===== config.mk =====
export PLATFORM = sky130hd
export DESIGN_NAME = traffic_injector_flat
export DESIGN_NICKNAME = d
export VERILOG_FILES = /design/src/rtl/traffic_injector_pkg.sv /design/src/rtl/traffic_injector_if.sv /design/src/rtl/traffic_inj_flitgen.sv /design/src/rtl/traffic_injector.sv /design/src/flat_wrapper.sv
export SDC_FILE = /design/constraint.sdc
export NUM_CORES = 1
export LEC_CHECK = 0
export ABC_AREA = 0
export ABC_CLOCK_PERIOD_IN_PS = 2420
export CAP_MARGIN = 0
export CORE_MARGIN = 4
export CORE_UTILIZATION = 40
export DETAILED_ROUTE_END_ITERATION = 10
export HOLD_SLACK_MARGIN = 0.08
export PLACE_DENSITY = 0.67
export SYNTH_ARGS = -nofsm -noshare
export SYNTH_HDL_FRONTEND = slang
export SYNTH_HIERARCHICAL = 1
export SYNTH_SLANG_ARGS = --single-unit

===== constraint.sdc =====
create_clock -name clk -period 2.42 [get_ports clk]
set_input_delay 0.605 -clock clk [delete_from_list [all_inputs] [get_ports clk]]
set_output_delay 0.605 -clock clk [all_outputs]
set_load 0.01 [all_outputs]

===== src/rtl/traffic_injector_pkg.sv =====
// Shared flit format, FSM encoding and flit builder for the traffic injector.
// Field offsets are also used by the router input buffer.
package traffic_injector_pkg;

  localparam int FLIT_W        = 10;
  localparam int DATA_W        = 8;
  localparam int ADDR_W        = 4;
  localparam int FLIT_TYPE_LSB = 8;
  localparam int FLIT_TYPE_W   = 2;
  localparam int FLIT_DATA_LSB = 0;

  typedef enum logic [1:0] {
    FLIT_BODY = 2'b00,
    FLIT_HEAD = 2'b01,
    FLIT_TAIL = 2'b10
  } flit_type_e;

  typedef enum logic [1:0] {
    ST_IDLE = 2'd0,
    ST_HEAD = 2'd1,
    ST_BODY = 2'd2,
    ST_TAIL = 2'd3
  } inj_state_e;

  function automatic logic [FLIT_W-1:0] mk_flit(input flit_type_e t, input logic [DATA_W-1:0] p);
    logic [FLIT_W-1:0] f;
    f = '0;
    f[FLIT_TYPE_LSB +: FLIT_TYPE_W] = t;
    f[FLIT_DATA_LSB +: DATA_W]      = p;
    return f;
  endfunction

endpackage


===== src/rtl/traffic_injector_if.sv =====
// Flit valid/ready channel from the injector into the router local input buffer.
interface traffic_injector_if;
  import traffic_injector_pkg::*;

  logic [FLIT_W-1:0] flit_out;
  logic              flit_valid;
  logic              flit_ready;

  modport master (output flit_out, output flit_valid, input flit_ready);
  modport slave  (input flit_out, input flit_valid, output flit_ready);

endinterface


===== src/rtl/traffic_inj_flitgen.sv =====
// Forms head/body/tail flit candidates from the current random byte.
// Destinations equal to this node are flipped in bit 0 so no node targets itself.
module traffic_inj_flitgen
  import traffic_injector_pkg::*;
#(
  parameter logic [ADDR_W-1:0] SRC_ID = 4'd0
) (
  input  logic [DATA_W-1:0] i_rand_in,
  input  logic [DATA_W-1:0] i_tail_tag,
  output logic [FLIT_W-1:0] o_head_flit,
  output logic [FLIT_W-1:0] o_body_flit,
  output logic [FLIT_W-1:0] o_tail_flit
);

  logic [ADDR_W-1:0] w_dst;

  // destination select with self-avoidance
  always_comb begin
    w_dst = i_rand_in[ADDR_W-1:0];
    if (i_rand_in[ADDR_W-1:0] == SRC_ID) begin
      w_dst = i_rand_in[ADDR_W-1:0] ^ 4'h1;
    end else begin
      w_dst = i_rand_in[ADDR_W-1:0];
    end
  end

  assign o_head_flit = mk_flit(FLIT_HEAD, {w_dst, SRC_ID});
  assign o_body_flit = mk_flit(FLIT_BODY, i_rand_in);
  assign o_tail_flit = mk_flit(FLIT_TAIL, i_tail_tag);

endmodule


===== src/rtl/traffic_injector.sv =====
// Packetizes LFSR draws into fixed-length wormhole packets for one router local port.
// Optional macro TRAFFIC_INJ_STALL_CNT_EN adds a saturating back-pressure cycle counter.
module traffic_injector
  import traffic_injector_pkg::*;
#(
  parameter logic [ADDR_W-1:0] SRC_ID  = 4'd0,
  parameter int unsigned       PKT_LEN = 4,
  parameter logic [DATA_W-1:0] RATE    = 8'd64
) (
  input  logic                 clk,
  input  logic                 reset,
  input  logic                 i_enable,
  input  logic [DATA_W-1:0]    i_rand_in,
  output logic                 o_lfsr_en,
  traffic_injector_if.master   flit_if,
  output logic [15:0]          o_pkt_cnt,
`ifdef TRAFFIC_INJ_STALL_CNT_EN
  output logic [15:0]          o_stall_cnt,
`endif
  output logic                 o_busy
);

  localparam logic [3:0] BODY_N = 4'(PKT_LEN - 2);

  inj_state_e        r_state;
  inj_state_e        w_next_state;
  logic [FLIT_W-1:0] r_flit;
  logic              r_flit_valid;
  logic [3:0]        r_body_cnt;
  logic [15:0]       r_pkt_cnt;

  logic              w_accept;
  logic              w_start;
  logic              w_body_more;
  logic              w_lfsr_en;
  logic              w_load_head;
  logic              w_load_body;
  logic              w_load_tail;
  logic              w_done;
  logic [FLIT_W-1:0] w_head_flit;
  logic [FLIT_W-1:0] w_body_flit;
  logic [FLIT_W-1:0] w_tail_flit;

  assign w_accept    = r_flit_valid && flit_if.flit_ready;
  assign w_start     = i_enable && (i_rand_in < RATE);
  assign w_body_more = (r_body_cnt < BODY_N);

  traffic_inj_flitgen #(.SRC_ID(SRC_ID)) u_flitgen (
    .i_rand_in   (i_rand_in),
    .i_tail_tag  (r_pkt_cnt[7:0]),
    .o_head_flit (w_head_flit),
    .o_body_flit (w_body_flit),
    .o_tail_flit (w_tail_flit)
  );

  // state register
  always_ff @(posedge clk or negedge reset) begin
    if (!reset) begin
      r_state <= ST_IDLE;
    end else begin
      r_state <= w_next_state;
    end
  end

  // next-state decode
  always_comb begin
    w_next_state = r_state;
    case (r_state)
      ST_IDLE: begin
        if (w_start) w_next_state = ST_HEAD;
        else         w_next_state = ST_IDLE;
      end
      ST_HEAD, ST_BODY: begin
        if (w_accept) w_next_state = w_body_more ? ST_BODY : ST_TAIL;
        else          w_next_state = r_state;
      end
      ST_TAIL: begin
        if (w_accept) w_next_state = ST_IDLE;
        else          w_next_state = ST_TAIL;
      end
      default: w_next_state = ST_IDLE;
    endcase
  end

  // per-state load strobes; the LFSR only advances when its byte is consumed
  always_comb begin
    w_lfsr_en   = 1'b0;
    w_load_head = 1'b0;
    w_load_body = 1'b0;
    w_load_tail = 1'b0;
    w_done      = 1'b0;
    case (r_state)
      ST_IDLE: begin
        w_lfsr_en   = i_enable;
        w_load_head = w_start;
      end
      ST_HEAD, ST_BODY: begin
        w_load_body = w_accept && w_body_more;
        w_load_tail = w_accept && !w_body_more;
        w_lfsr_en   = w_accept && w_body_more;
      end
      ST_TAIL: begin
        w_done = w_accept;
      end
      default: begin
        w_lfsr_en = 1'b0;
      end
    endcase
  end

  // flit register, body counter and packet counter
  always_ff @(posedge clk or negedge reset) begin
    if (!reset) begin
      r_flit       <= '0;
      r_flit_valid <= 1'b0;
      r_body_cnt   <= 4'd0;
      r_pkt_cnt    <= 16'd0;
    end else if (w_load_head) begin
      r_flit       <= w_head_flit;
      r_flit_valid <= 1'b1;
      r_body_cnt   <= 4'd0;
    end else if (w_load_body) begin
      r_flit       <= w_body_flit;
      r_body_cnt   <= r_body_cnt + 4'd1;
    end else if (w_load_tail) begin
      r_flit       <= w_tail_flit;
    end else if (w_done) begin
      r_flit_valid <= 1'b0;
      r_body_cnt   <= 4'd0;
      r_pkt_cnt    <= r_pkt_cnt + 16'd1;
    end
  end

`ifdef TRAFFIC_INJ_STALL_CNT_EN
  logic [15:0] r_stall_cnt;

  // saturating count of cycles the router holds off a valid flit
  always_ff @(posedge clk or negedge reset) begin
    if (!reset) begin
      r_stall_cnt <= 16'd0;
    end else if (r_flit_valid && !flit_if.flit_ready && (r_stall_cnt != 16'hFFFF)) begin
      r_stall_cnt <= r_stall_cnt + 16'd1;
    end
  end

  assign o_stall_cnt = r_stall_cnt;
`endif

  assign flit_if.flit_out   = r_flit;
  assign flit_if.flit_valid = r_flit_valid;
  assign o_pkt_cnt          = r_pkt_cnt;
  assign o_busy             = (r_state != ST_IDLE);
  assign o_lfsr_en          = w_lfsr_en;

endmodule

===== src/flat_wrapper.sv =====
// flat-port wrapper written by rule: the top's interface ports become plain ports
module traffic_injector_flat import traffic_injector_pkg::*;
#(
  parameter logic [ADDR_W-1:0] SRC_ID  = 4'd0,
  parameter int unsigned       PKT_LEN = 4,
  parameter logic [DATA_W-1:0] RATE    = 8'd64
)
  (clk, reset, i_enable, i_rand_in, o_lfsr_en, o_pkt_cnt, o_busy, flit_if_flit_out, flit_if_flit_valid, flit_if_flit_ready);
  traffic_injector_if flit_if_i ();
  input  logic clk;
  input  logic reset;
  input  logic i_enable;
  input  logic [DATA_W-1:0] i_rand_in;
  output logic o_lfsr_en;
  output logic [15:0] o_pkt_cnt;
  output logic o_busy;
  output wire logic [$bits(flit_if_i.flit_out)-1:0] flit_if_flit_out;
  output wire logic [$bits(flit_if_i.flit_valid)-1:0] flit_if_flit_valid;
  input wire logic [$bits(flit_if_i.flit_ready)-1:0] flit_if_flit_ready;
  assign flit_if_flit_out = flit_if_i.flit_out;
  assign flit_if_flit_valid = flit_if_i.flit_valid;
  assign flit_if_i.flit_ready = flit_if_flit_ready;
  traffic_injector #(.SRC_ID(SRC_ID), .PKT_LEN(PKT_LEN), .RATE(RATE)) u_core (.clk(clk), .reset(reset), .i_enable(i_enable), .i_rand_in(i_rand_in), .o_lfsr_en(o_lfsr_en), .flit_if(flit_if_i), .o_pkt_cnt(o_pkt_cnt), .o_busy(o_busy));
endmodule

==> impl_metrics.yaml, run 1 <==
final_layout:
  syn_to_final_growth_pct: 22.1
  drive_above_1_share_pct: 11.8
  diodes: 0
  fillers: 452
  post-route-util_pct: 50.6
  layout.nets: 238
sta:
  setup_tns_ns: 0
  finClkSkew_ns: 0.00635
  min_period_ns: 2.33
  rsz0062_at_grt: "false"
  holdWs_ns: 0.479
  fmax_mhz: 430
  finalHoldViolations: 0
  finalSetupViolations: 0
  final_max_slew_viol_count: 0
  period_share_pct: 96.1
synthesis:
  syn_area_um2: 1970
  postSynthCellCount: 190
  ys_seq_area_share_pct: 41.9
  ys_types: 34
  synth_seq_cells: 33
  synth_ff_type: "dfrtp_1"
  yosys_warnings: 6
  synthArstFlopShare_pct: 100
  avgSynthCellArea_um2: 10.4
  synth_edf_count: 0
power:
  power_mw: 2.34
  p_leak_nw: 1.15
  power.density_nw_per_um2: 974
  vdd_drop_max_uv: 375
clock_tree:
  clock_tree.root_cell: "clkbuf_8"
  clk_path_buf_depth: 2
  cts_tree: "done"
  cts_hold_buf: 0
  post_cts_buffers: 0
  clk_pin_slew_worst_paths_ns: 0.07
  post_cts_resized: 1
  cts_buffers: 5
  clk_latency_ns: 0.28
  cts_sinks: 33
  htree_levels: 2
floorplanning:
  dieArea_um2: 6110
  rows: 25
  die_h_um: 78.2
  die-width_um: 78.2
  coreArea_um2: 4750
  initial_core_util_pct: 41.4
  pin_count: 41
drt:
  via_per_inst: 4.80
  post_drt_wl_per_cell_um: 13.1
  drtAntennaViolNets: 0
  num_vias: 1383
  route.detailed.drc: 0
  drt_iter0_drc: 79
  wirelength_um: 3770
  first_pass_iters: 4
critical_path:
  crit_fanout: 2
  cp-start-kind: "primary input"
  cp-end-kind: "output pin"
  critPathRequiredTime_ns: 1.81
  arrival_ns: 1.72
  crit_type: "in -> out"
min_path:
  hp-class: "reg -> reg"
run:
  drv_cap: 0
global_route:
  grt_pass1_wl_um: 6590
  overflow: 0
  antenna_found_initial: 0
  first_global_vias: 1342
  track_usage_pct: 13.6
  grt_max_degree: 34
placed_design:
  hpwlAfterDp_um: 2770
  place_congestion: 0.770
  portBuffers: 40
outcome:
  status: "complete, no violations"
-- Yosys cell counts (3+ instances only) --
cell type / instances / share of area (%)
nand3_1: 7 / 1.8
nand2_1: 11 / 2.1
mux2i_1: 10 / 5.1
a21o_1: 11 / 4.2
and4_1: 4 / 1.8
xnor2_1: 10 / 4.4
nand4_1: 3 / 0.95
nor2_1: 15 / 2.9
ha_1: 6 / 3.8
and3_1: 3 / 0.95
buf_4: 29 / 11
a211oi_1: 10 / 3.8
dfrtp_1: 33 / 42
xor2_1: 5 / 2.2
inv_1: 3 / 0.57
clkbuf_1: 3 / 0.57
-- cells by family (layout without fill, tap and decap cells) --
| kind of cell | count (synthesis) | after routing | synth area share (%) |
|---|---|---|---|
| multiplexers | 11 | 11 | 5.65 |
| adder cells (fa/ha/maj) | 6 | 6 | 3.81 |
| other | 2 | 10 | 0.381 |
| XOR/XNOR | 15 | 15 | 6.67 |
| flip-flops | 33 | 33 | 41.9 |
| AO/OA/AOI/OAI | 29 | 29 | 10.6 |
| buffers and inverters | 39 | 62 | 13.8 |
| AND/OR/NAND/NOR | 55 | 55 | 17.1 |
-- cells in the final DEF, fill, tap and decap left out, types with 5 or more instances in the layout --
master / synthesis / layout
ha_1: 6 / 6
conb_1: 2 / 10
nor2_1: 15 / 15
buf_4: 29 / 11
clkdlybuf4s50_1: 0 / 39
clkbuf_8: 0 / 7
nand2_1: 11 / 11
xnor2_1: 10 / 10
nand3_1: 7 / 7
xor2_1: 5 / 5
dfrtp_1: 33 / 33
mux2i_1: 10 / 10
a21o_1: 11 / 11
a211oi_1: 10 / 10
-- power breakdown --
group	internal, mW	switching (mW)
Clock	0.257	0.189
Sequential	0.694	0.108
Combinational	0.600	0.494
Total	1.55	0.791
-- metal layers --
metal | vias up | part of all wire (%) | global-route usage [%]
met2 | 38 | 44 | 19.1
met4 | 0 | 0.53 | 4.37
met1 | 661 | 51 | 20.4
li1 | 680 | - | -
met3 | 4 | 4.5 | 3.56
met5 | - | 0 | 0
-- registers in the layout, indices dropped and copies added (netlist names) --
name,flops
u_core/flit_if.flit_out,10
u_core/flit_if.flit_valid,1
u_core/o_pkt_cnt,16
u_core/r_body_cnt,4
u_core/r_state,2
-- final timing paths --
check | cells after the start | endpoint | from | slack (ns)
min in group asynchronous | 2 | u_core/o_pkt_cnt[10] | reset | 0.73
worst max register to register | 8 | u_core/o_pkt_cnt[11] | u_core/r_state[0] | 0.34
worst max-delay path | 5 | o_lfsr_en | flit_if_flit_ready | 0.09
max in group asynchronous | 2 | u_core/flit_if.flit_valid | reset | 1.39
worst min-delay path | 1 | u_core/o_pkt_cnt[15] | u_core/o_pkt_cnt[15] | 0.48
worst min register to register | 1 | u_core/o_pkt_cnt[15] | u_core/o_pkt_cnt[15] | 0.48
-- critical path, cell delays in order --
cell and delay [ns]:
clkdlybuf4s50_1 0.47, and3_1 0.17, nand2_1 0.08, a21oi_1 0.12, dlygate4sd2_1 0.28
-- through the flow --
stage / cell area, um^2 / cells / setup WS, ns
finish: 2410 / 288 / 0.0935
global route: 2410 / 288 / 0.00967
CTS: 2410 / 288 / 0.0829
detailed placement: 2310 / 280 / -0.187
global placement: 2310 / 280 / -0.157
floorplan: 2000 / 198 / 0.455
-- final cells by class --
type                       instances  area, um^2  share of cell area (%)
tap                               67        83.8                    3.48
sequential                        33         826                    34.3
timing repair buffer              51         482                    20.0
multi-input combinational        126         902                    37.5
clock buffer                       7        96.3                    4.00
clock inverter                     1        5.00                   0.208
inverter                           3        11.3                   0.468
Power figures use the tool's default switching activity.
==> inputs of run 2 (changes only) <==
--- a/config.mk
+++ b/config.mk
@@ -17,3 +17,4 @@
 export SYNTH_HDL_FRONTEND = slang
 export SYNTH_HIERARCHICAL = 1
 export SYNTH_SLANG_ARGS = --single-unit
+export TNS_END_PERCENT = 30
==> results of run 2 <==
No change in the layout: final DEF, timing and power equal those of run 1.
==> inputs of run 3 (changes only) <==
--- a/config.mk
+++ b/config.mk
@@ -8,9 +8,11 @@
 export ABC_AREA = 0
 export ABC_CLOCK_PERIOD_IN_PS = 2420
 export CAP_MARGIN = 0
+export CORE_ASPECT_RATIO = 0.5
 export CORE_MARGIN = 4
 export CORE_UTILIZATION = 40
 export DETAILED_ROUTE_END_ITERATION = 10
+export GPL_ROUTABILITY_DRIVEN = 0
 export HOLD_SLACK_MARGIN = 0.08
 export PLACE_DENSITY = 0.67
 export SYNTH_ARGS = -nofsm -noshare
==> run 3 against run 2 <==
Cell area decreased by 0.88%. Core utilization increased by 1.5 points. Die area increased by 1.1%. Sequential power about the same. Non-clock buffer count decreased by 2. Sequential cell count unchanged. Critical path type is now reg -> out. Largest cell class unchanged. Sequential share of layout area increased by 0.31 points.
==> impl_metrics.yaml, run 3 (same netlist as run 1, synthesis figures left out) <==
outcome:
  status: "complete, no violations"
floorplanning:
  pin_count: 41
  die-width_um: 107
  dieArea_um2: 6180
  coreArea_um2: 4570
  die_h_um: 57.6
  rows: 17
  initial_core_util_pct: 43.1
critical_path:
  arrival_ns: 1.71
  cp-end-kind: "output pin"
  reg2reg_from: "u_core/r_state[0]"
  cp-start-kind: "flop"
  crit_type: "reg -> out"
  critPathRequiredTime_ns: 1.81
  crit_fanout: 6
  crit_start: "u_core/r_state[0]"
final_layout:
  final_cell_mix: "39 x clkdlybuf4s50_1, 33 x dfrtp_1, 15 x nor2_1"
  diodes: 0
  postLayoutCellArea_um2: 2380
  largest_reg_flops: 16
  layout_commonest_cell: "clkdlybuf4s50_1"
  syn_to_final_growth_pct: 21.0
  drive_above_1_share_pct: 11.0
  layout.nets: 236
clock_tree:
  clk_latency_ns: 0.29
  cts_buffers: 5
  htree_levels: 2
  clk_pin_slew_worst_paths_ns: 0.06
  cts_tree: "done"
  clk_path_buf_depth: 2
  clock_tree.root_cell: "clkbuf_8"
  cts_sinks: 33
  cts_hold_buf: 0
drt:
  first_pass_iters: 4
  post_drt_wl_per_cell_um: 13.8
  route.detailed.drc: 0
  num_vias: 1360
  drt_iter0_drc: 34
  drtAntennaViolNets: 0
  via_per_inst: 4.77
  wirelength_um: 3920
placed_design:
  hpwlAfterDp_um: 2830
  portBuffers: 40
  place_area_um2: 2280
global_route:
  grt_pass1_wl_um: 6610
  first_global_vias: 1426
  track_usage_pct: 13.7
  antenna_found_initial: 0
  grt_max_degree: 34
  overflow: 0
sta:
  finalSetupViolations: 0
  min_period_ns: 2.32
  setup_tns_ns: 0
  final_max_slew_viol_count: 0
  fmax_mhz: 432
  period_share_pct: 95.7
  rsz0062_at_grt: "false"
  finClkSkew_ns: 0.00738
  finalHoldViolations: 0
power:
  intPower_mw: 1.50
  p_leak_nw: 1.13
  p_sw_mw: 0.821
  p_sw_share_pct: 35.3
  vdd_drop_max_uv: 305
  power.density_nw_per_um2: 975
  p_clk_share_pct: 17.1
  power_frac_comb_pct: 48.4
  pwr-share-seq_pct: 34.4
run:
  drv_cap: 0
min_path:
  min_from: "u_core/o_pkt_cnt[15]"
  hp-class: "reg -> reg"
-- run 3: cell count changes in the layout (fill, tap and decap cells not counted) --
| cell | change |
|---|---|
| clkinv_2 | +1 |
| ha_4 | +1 |
| dlygate4sd2_1 | -1 |
| clkbuf_8 | -2 |
| ha_1 | -1 |
| clkbuf_1 | +1 |
| clkdlybuf4s15_1 | +1 |
| buf_4 | -2 |
-- run 3: final timing paths --
path | end | slack, ns | cells past startpoint
setup / recovery | o_lfsr_en | 0.10 | 6
hold / removal | u_core/o_pkt_cnt[15] | 0.47 | 1
setup reg to reg | u_core/o_pkt_cnt[11] | 0.41 | 6
hold reg to reg | u_core/o_pkt_cnt[15] | 0.47 | 1
max in group asynchronous | u_core/o_pkt_cnt[5] | 1.40 | 2
min in group asynchronous | u_core/o_pkt_cnt[0] | 0.72 | 2
-- run 3: layer usage --
metal  up-vias  part of all wire (%)  track usage, %
li1        675                     -               -
met1       656                    49            17.9
met2        26                    45            21.4
met3         3                   5.1            4.34
met4         0                  0.69            4.92
met5         -                     0               0
-- run 3: power by group through the flow --
stage | clock network [mW] | logic (mW) | registers, mW
finish | 0.398 | 1.13 | 0.801
global route | 0.439 | 1.22 | 0.825
CTS | 0.413 | 1.11 | 0.806
detailed placement | 0 | 1.09 | 0.815
global placement | 0 | 1.06 | 0.812
floorplan | 0 | 0.677 | 0.846
-- run 3: layout make-up --
type                       count  area, um^2
fill                         420        2190
clock buffer                   6        72.6
multi-input combinational    126         915
clock inverter                 2        10.0
sequential                    33         826
inverter                       3        11.3
tap                           66        82.6
timing repair buffer          49         468
-- run 3: timing repair --
action | in CTS | in global routing
gates resized for setup | 2 | 1
buffers inserted | 0 | 1
hold endpoints to repair | 0 | 0
setup endpoints to repair | 1 | 1
-- run 3: critical path, stage by stage, from the launching register on --
cell and delay [ns]:
dfrtp_1 0.37, inv_1 0.11, ha_4 0.31, and3_1 0.18, nand2_1 0.08, a21oi_1 0.13
clkdlybuf4s15_1 0.25
-- run 3: per-stage QoR --
stage	hold WS, ns	setup slack, ns	power (mW)	cells	utilization (%)
3_5_place_dp	0.473	-0.191	1.90	276	49.9
3_3_place_gp	0.461	-0.157	1.87	276	49.9
4_1_cts	0.483	0.0640	2.33	284	52.0
2_1_floorplan	0.309	0.455	1.52	198	-
6_report	0.475	0.104	2.33	285	52.1
5_1_grt	0.519	0.00868	2.49	285	52.1
==> RTL change 1: new RTL, settings of run 1 <==
Change the package constant `FLIT_TYPE_LSB` from 8 to 4.
--- a/src/rtl/traffic_injector_pkg.sv
+++ b/src/rtl/traffic_injector_pkg.sv
@@ -5,7 +5,7 @@
   localparam int FLIT_W        = 10;
   localparam int DATA_W        = 8;
   localparam int ADDR_W        = 4;
-  localparam int FLIT_TYPE_LSB = 8;
+  localparam int FLIT_TYPE_LSB = 4;
   localparam int FLIT_TYPE_W   = 2;
   localparam int FLIT_DATA_LSB = 0;
 
Check against the original RTL: not equivalent (Yosys sat finds a counterexample within 4 cycles, from zero or initial values and one cycle with reset low).
==> RTL change 1 against run 1 <==
Hold slack hardly changed; first-iteration DRC count is 6.3% lower; clock power fell by 4.7%; design area rose by 0.36%; routed wire length is 8.4% higher; critical endpoint unchanged; worst setup slack better by 0.11 ns; power barely moved; synthesized area fell by 0.19%; sequential cell count unchanged.
==> RTL change 1: results (changes against run 1) <==
Run status: completed (unchanged). Leading post-synthesis cells by cell area: dfrtp_1, buf_4, mux2i_1 (unchanged). The filler cell count is 454 (was 452).

The met1 usage was 19.4% (was 20.4%). The number of global-route vias before repair is 1436 (was 1342). The share of power burned in the clock network came out at 18.1% (was 19.1%). The setup slack on the worst flop-to-flop path is 0.57 ns (was 0.34 ns). The cell class contributing the biggest share of worst-path delay is flip-flops (was buffers and inverters). The initial DRC count is 74 (was 79). The overall routed net length came out at 4090 um (was 3770 um). The last weighted congestion value of the routability-driven placer came to 0.803 (was 0.770). The final setup skew is 0.00503 ns (was 0.00635 ns). The number of nets at the end of the flow came out at 240 (was 238). The met3 usage is 3.44% (was 3.56%). The fraction of met2 tracks used by global routing came to 22.9% (was 19.1%).

The critical path's slowest cell was dfrtp_1 (was clkdlybuf4s50_1). The worst IR drop on VDD is 0.000333 V (was 0.000375 V). The total routed wire length on the met1 layer came out at 1970 um (was 1910 um). The total global routing track utilization is 14.6% (was 13.6%). The via density per instance came out at 4.73 (was 4.80). The placed wire-length estimate after detailed placement came out at 2890 um (was 2770 um).

The reported leakage power came out at 1.14 nW (was 1.15 nW). The global-route wire length before repair is 7000 um (was 6590 um). The fraction of final layout cells with drive strength greater than 1 came to 12.6% (was 11.8%). The post-cts repair resize count was 2 (was 1).

The switching power total came to 0.000814 W (was 0.000791 W). The met3 routed wirelength is 161 um (was 169 um). The length in cells of the worst reg-to-reg path came out at 7 (was 8).
==> RTL change 1: cell count changes after synthesis, sizes merged <==
cell	before	now
conb	2	1
==> RTL change 1: how the worst max path moves through the flow <==
stage	end	slack, ns
after floorplan	o_lfsr_en	0.45
after global placement	o_lfsr_en	-0.16
after detailed placement	o_lfsr_en	-0.19
after CTS	o_lfsr_en	0.08
after global routing	o_lfsr_en	0.07
final	o_lfsr_en	0.21
==> RTL change 1: worst register-to-register path, delay by kind of cell (launching register included) <==
kind / cells / cell delay (ns)
and+or+nand+nor: 3 / 0.63
DFF: 1 / 0.40
buffers and inverters: 2 / 0.34
adders and majority gates: 1 / 0.24
xor gates and xnor gates: 1 / 0.15
==> RTL change 1: cells by family after synthesis <==
kind of cell               after synthesis  share of synthesized area [%]
AOI/OAI and AO/OA                       29                           10.6
xor gates and xnor gates                15                           6.68
adders and majority gates                6                           3.82
buffers and inverters                   39                           13.9
DFF                                     33                           42.0
muxes                                   11                           5.66
other                                    1                          0.191
and+or+nand+nor                         55                           17.2
==> RTL change 1: area by class of cell <==
class	count	area share, %
repair buffers	53	20.4
inverters	3	0.466
multi-input cells	126	37.9
flip-flops and latches	33	34.2
clock buffers	7	3.58
well taps	67	3.47
==> RTL change 1: per-stage QoR <==
| step | worst slack (ns) | TNS (ns) | cell area, um^2 | hold WS (ns) |
|---|---|---|---|---|
| after floorplan | 0.455 | 0 | 2000 | 0.309 |
| after global placement | -0.158 | -0.158 | 2320 | 0.464 |
| after detailed placement | -0.192 | -0.192 | 2320 | 0.466 |
| after CTS | 0.0807 | 0 | 2420 | 0.479 |
| after global routing | 0.0687 | 0 | 2410 | 0.493 |
| final | 0.208 | 0 | 2410 | 0.478 |
==> RTL change 2: new RTL, settings of run 1 <==
Made on the original files. The 4 states of `inj_state_e` get a one-hot encoding in 4 bits.
--- a/src/rtl/traffic_injector_pkg.sv
+++ b/src/rtl/traffic_injector_pkg.sv
@@ -15,11 +15,11 @@
     FLIT_TAIL = 2'b10
   } flit_type_e;
 
-  typedef enum logic [1:0] {
-    ST_IDLE = 2'd0,
-    ST_HEAD = 2'd1,
-    ST_BODY = 2'd2,
-    ST_TAIL = 2'd3
+  typedef enum logic [3:0] {
+    ST_IDLE = 4'b0001,
+    ST_HEAD = 4'b0010,
+    ST_BODY = 4'b0100,
+    ST_TAIL = 4'b1000
   } inj_state_e;
 
   function automatic logic [FLIT_W-1:0] mk_flit(input flit_type_e t, input logic [DATA_W-1:0] p);
Behaviour: no difference found for any inputs over 10 cycles, from zero or initial values and one cycle with reset low; not proved beyond that.
==> RTL change 2 against run 1 <==
Final cell count rose by 8.3%; sequential cell count rose by 2; worst setup slack got worse by 0.035 ns; utilization rose by 2.7 points; routed wire length rose by 14%; synthesized area rose by 4.7%; design area rose by 7.3%; power fell by 22%; sequential power fell by 5.6%; via count rose by 14%.
==> RTL change 2: results (changes against run 1) <==
The cell chosen for the clock root is clkbuf_8 (unchanged). The path category of the worst min-delay check was flip-flop to flip-flop (unchanged). The maximum number of pins on one net before global-route repair was 36 (was 34). The cell class contributing the biggest share of worst-path delay is buffers and inverters (unchanged). The placed wire-length estimate after detailed placement came out at 3150 um (was 2770 um). The number of nets at the end of the flow came out at 258 (was 238). The last weighted congestion value of the routability-driven placer came out at 0.860 (was 0.770). The reported leakage power is 1.10 nW (was 1.15 nW). The worst IR drop on VDD is 0.000444 V (was 0.000375 V). The launch point of the worst path is flit_if_flit_ready (unchanged). The final instance count without filler cells was 312 (was 288). The largest fanout on the critical path came out at 2 (unchanged). Run status: completed (unchanged).

The cell count of the worst hold path was 1 (unchanged). The initial DRC count is 118 (was 79). The post-synthesis instance total came out at 204 (was 190). The initial antenna violation count is 0 (unchanged).

Synth top cells by count: dfrtp_1, buf_4, nor3_1 (was dfrtp_1, buf_4, nor2_1). The count of cell types in the netlist came to 45 (was 34). The clock latency on the worst-skew pair is between 0.2 and 0.3 ns.

The number of warnings issued by yosys came out at 6 (unchanged). The final setup skew came out at 0.0100 ns (was 0.00635 ns). The sequential share of the synthesized area came to 42.5% (was 41.9%).

The cell total after placement came to 303 (was 280). The number of flip-flops under the largest register name is 16 (unchanged). The worst-case setup slack after placement is -0.348 ns (was -0.187 ns). The diode insertion count for antenna repair is 0 (unchanged). Leading post-synthesis cells by cell area: dfrtp_1, buf_4, nor3_1 (was dfrtp_1, buf_4, mux2i_1). The worst path arrival time was 1.76 ns (was 1.72 ns). The total global routing track utilization came out at 15.2% (was 13.6%). The deepest clock path buffer count is 2 (unchanged). The count of input and output buffers is 40 (unchanged). The overall routed net length came out at 4320 um (was 3770 um). The kind of critical path is input pin to output pin (unchanged). The clock transition time at the flip-flop clock pins of the worst setup and hold paths came out at 0.07 ns (about the same). The total number of vias is 1582 (was 1383).

The launching point of the worst reg2reg path is u_core/r_state[0]$_DFFE_PN1P_ (was u_core/r_state[0]$_DFFE_PN0P_). The fraction of synthesis flops using an asynchronous set or reset pin is 100% (unchanged). The maximum level of the CTS H-tree came to 2 (unchanged). The global-route wire length before repair was 7490 um (was 6590 um).

The length in cells of the worst reg-to-reg path is 7 (was 8). The dominant synthesized flop cell is dfrtp_1 (unchanged). The fraction of final layout cells with drive strength greater than 1 came out at 17.6% (was 11.8%). The number of optimization iterations in the first detailed-route pass is 4 (unchanged). The mapped cell area is 2060 um^2 (was 1970 um^2). The start point of the worst min-delay path was u_core/o_pkt_cnt[15]$_DFFE_PN0P_ (unchanged).
RTL change 2: changes by cell type after synthesis, moves of 3 or more:
cell	before	now
a211oi_1	10	0
a21o_1	11	0
a22oi_1	0	10
a31oi_1	1	10
and3_1	3	0
ha_1	6	2
mux2i_1	10	0
nand3b_1	1	10
nor2_1	15	8
nor3_1	2	18
RTL change 2: where the power goes:
part	switching, W	total, W	internal [W]	leakage, nW
Sequential	0.0000591	0.000757	0.000697	0.457
Combinational	0.000288	0.000667	0.000379	0.603
Clock	0.000214	0.000415	0.000201	0.0412
RTL change 2: path summary, 6_finish.rpt:
check / endpoint / slack (ns)
worst min register to register: u_core/o_pkt_cnt[15]$_DFFE_PN0P_ / 0.47
max in group asynchronous: u_core/r_state[0]$_DFFE_PN1P_ / 1.35
worst max-delay path: o_lfsr_en / 0.06
min in group asynchronous: u_core/o_pkt_cnt[15]$_DFFE_PN0P_ / 0.72
worst min-delay path: u_core/o_pkt_cnt[15]$_DFFE_PN0P_ / 0.47
worst max register to register: u_core/flit_if.flit_out[7]$_DFFE_PN0P_ / 0.54
RTL change 2: area by class of cell:
class / instances / area, um^2
fill: 449 / 2270
clock inverter: 2 / 12.5
clock buffer: 6 / 72.6
tap: 67 / 83.8
multi-input combinational: 138 / 950
timing repair buffer: 63 / 583
sequential: 35 / 877
inverter: 1 / 3.75
RTL change 2: logic make-up (layout without fill, tap and decap cells):
logic type / count (synthesis) / after routing / synth area share (%)
simple gates: 79 / 79 / 24.2
buf+inv: 39 / 72 / 13.6
flops: 35 / 35 / 42.5
compound gates: 29 / 29 / 9.88
xor+xnor: 16 / 16 / 7.16
fa+ha+maj: 2 / 2 / 1.21
other cells: 2 / 10 / 0.364
mux: 2 / 2 / 1.09
RTL change 2: what timing repair did:
action                     4_1_cts  5_1_grt
setup endpoints to repair        2        2
pin swaps                        0        1
buffers inserted                 0        1
gates resized for setup          5        2
RTL change 2: per-layer routing:
layer,up-vias,GRT usage [%],share of wire (%)
met5,-,0,0
li1,780,-,-
met3,5,3.72,4.1
met1,767,19.5,48
met4,0,6.76,1.4
met2,30,24.3,47
RTL change 2: through the flow:
stage,area [um^2],hold WS (ns)
2_1_floorplan,2090,0.309
3_3_place_gp,2480,0.461
3_5_place_dp,2480,0.465
4_1_cts,2570,0.477
5_1_grt,2580,0.499
6_report,2580,0.472
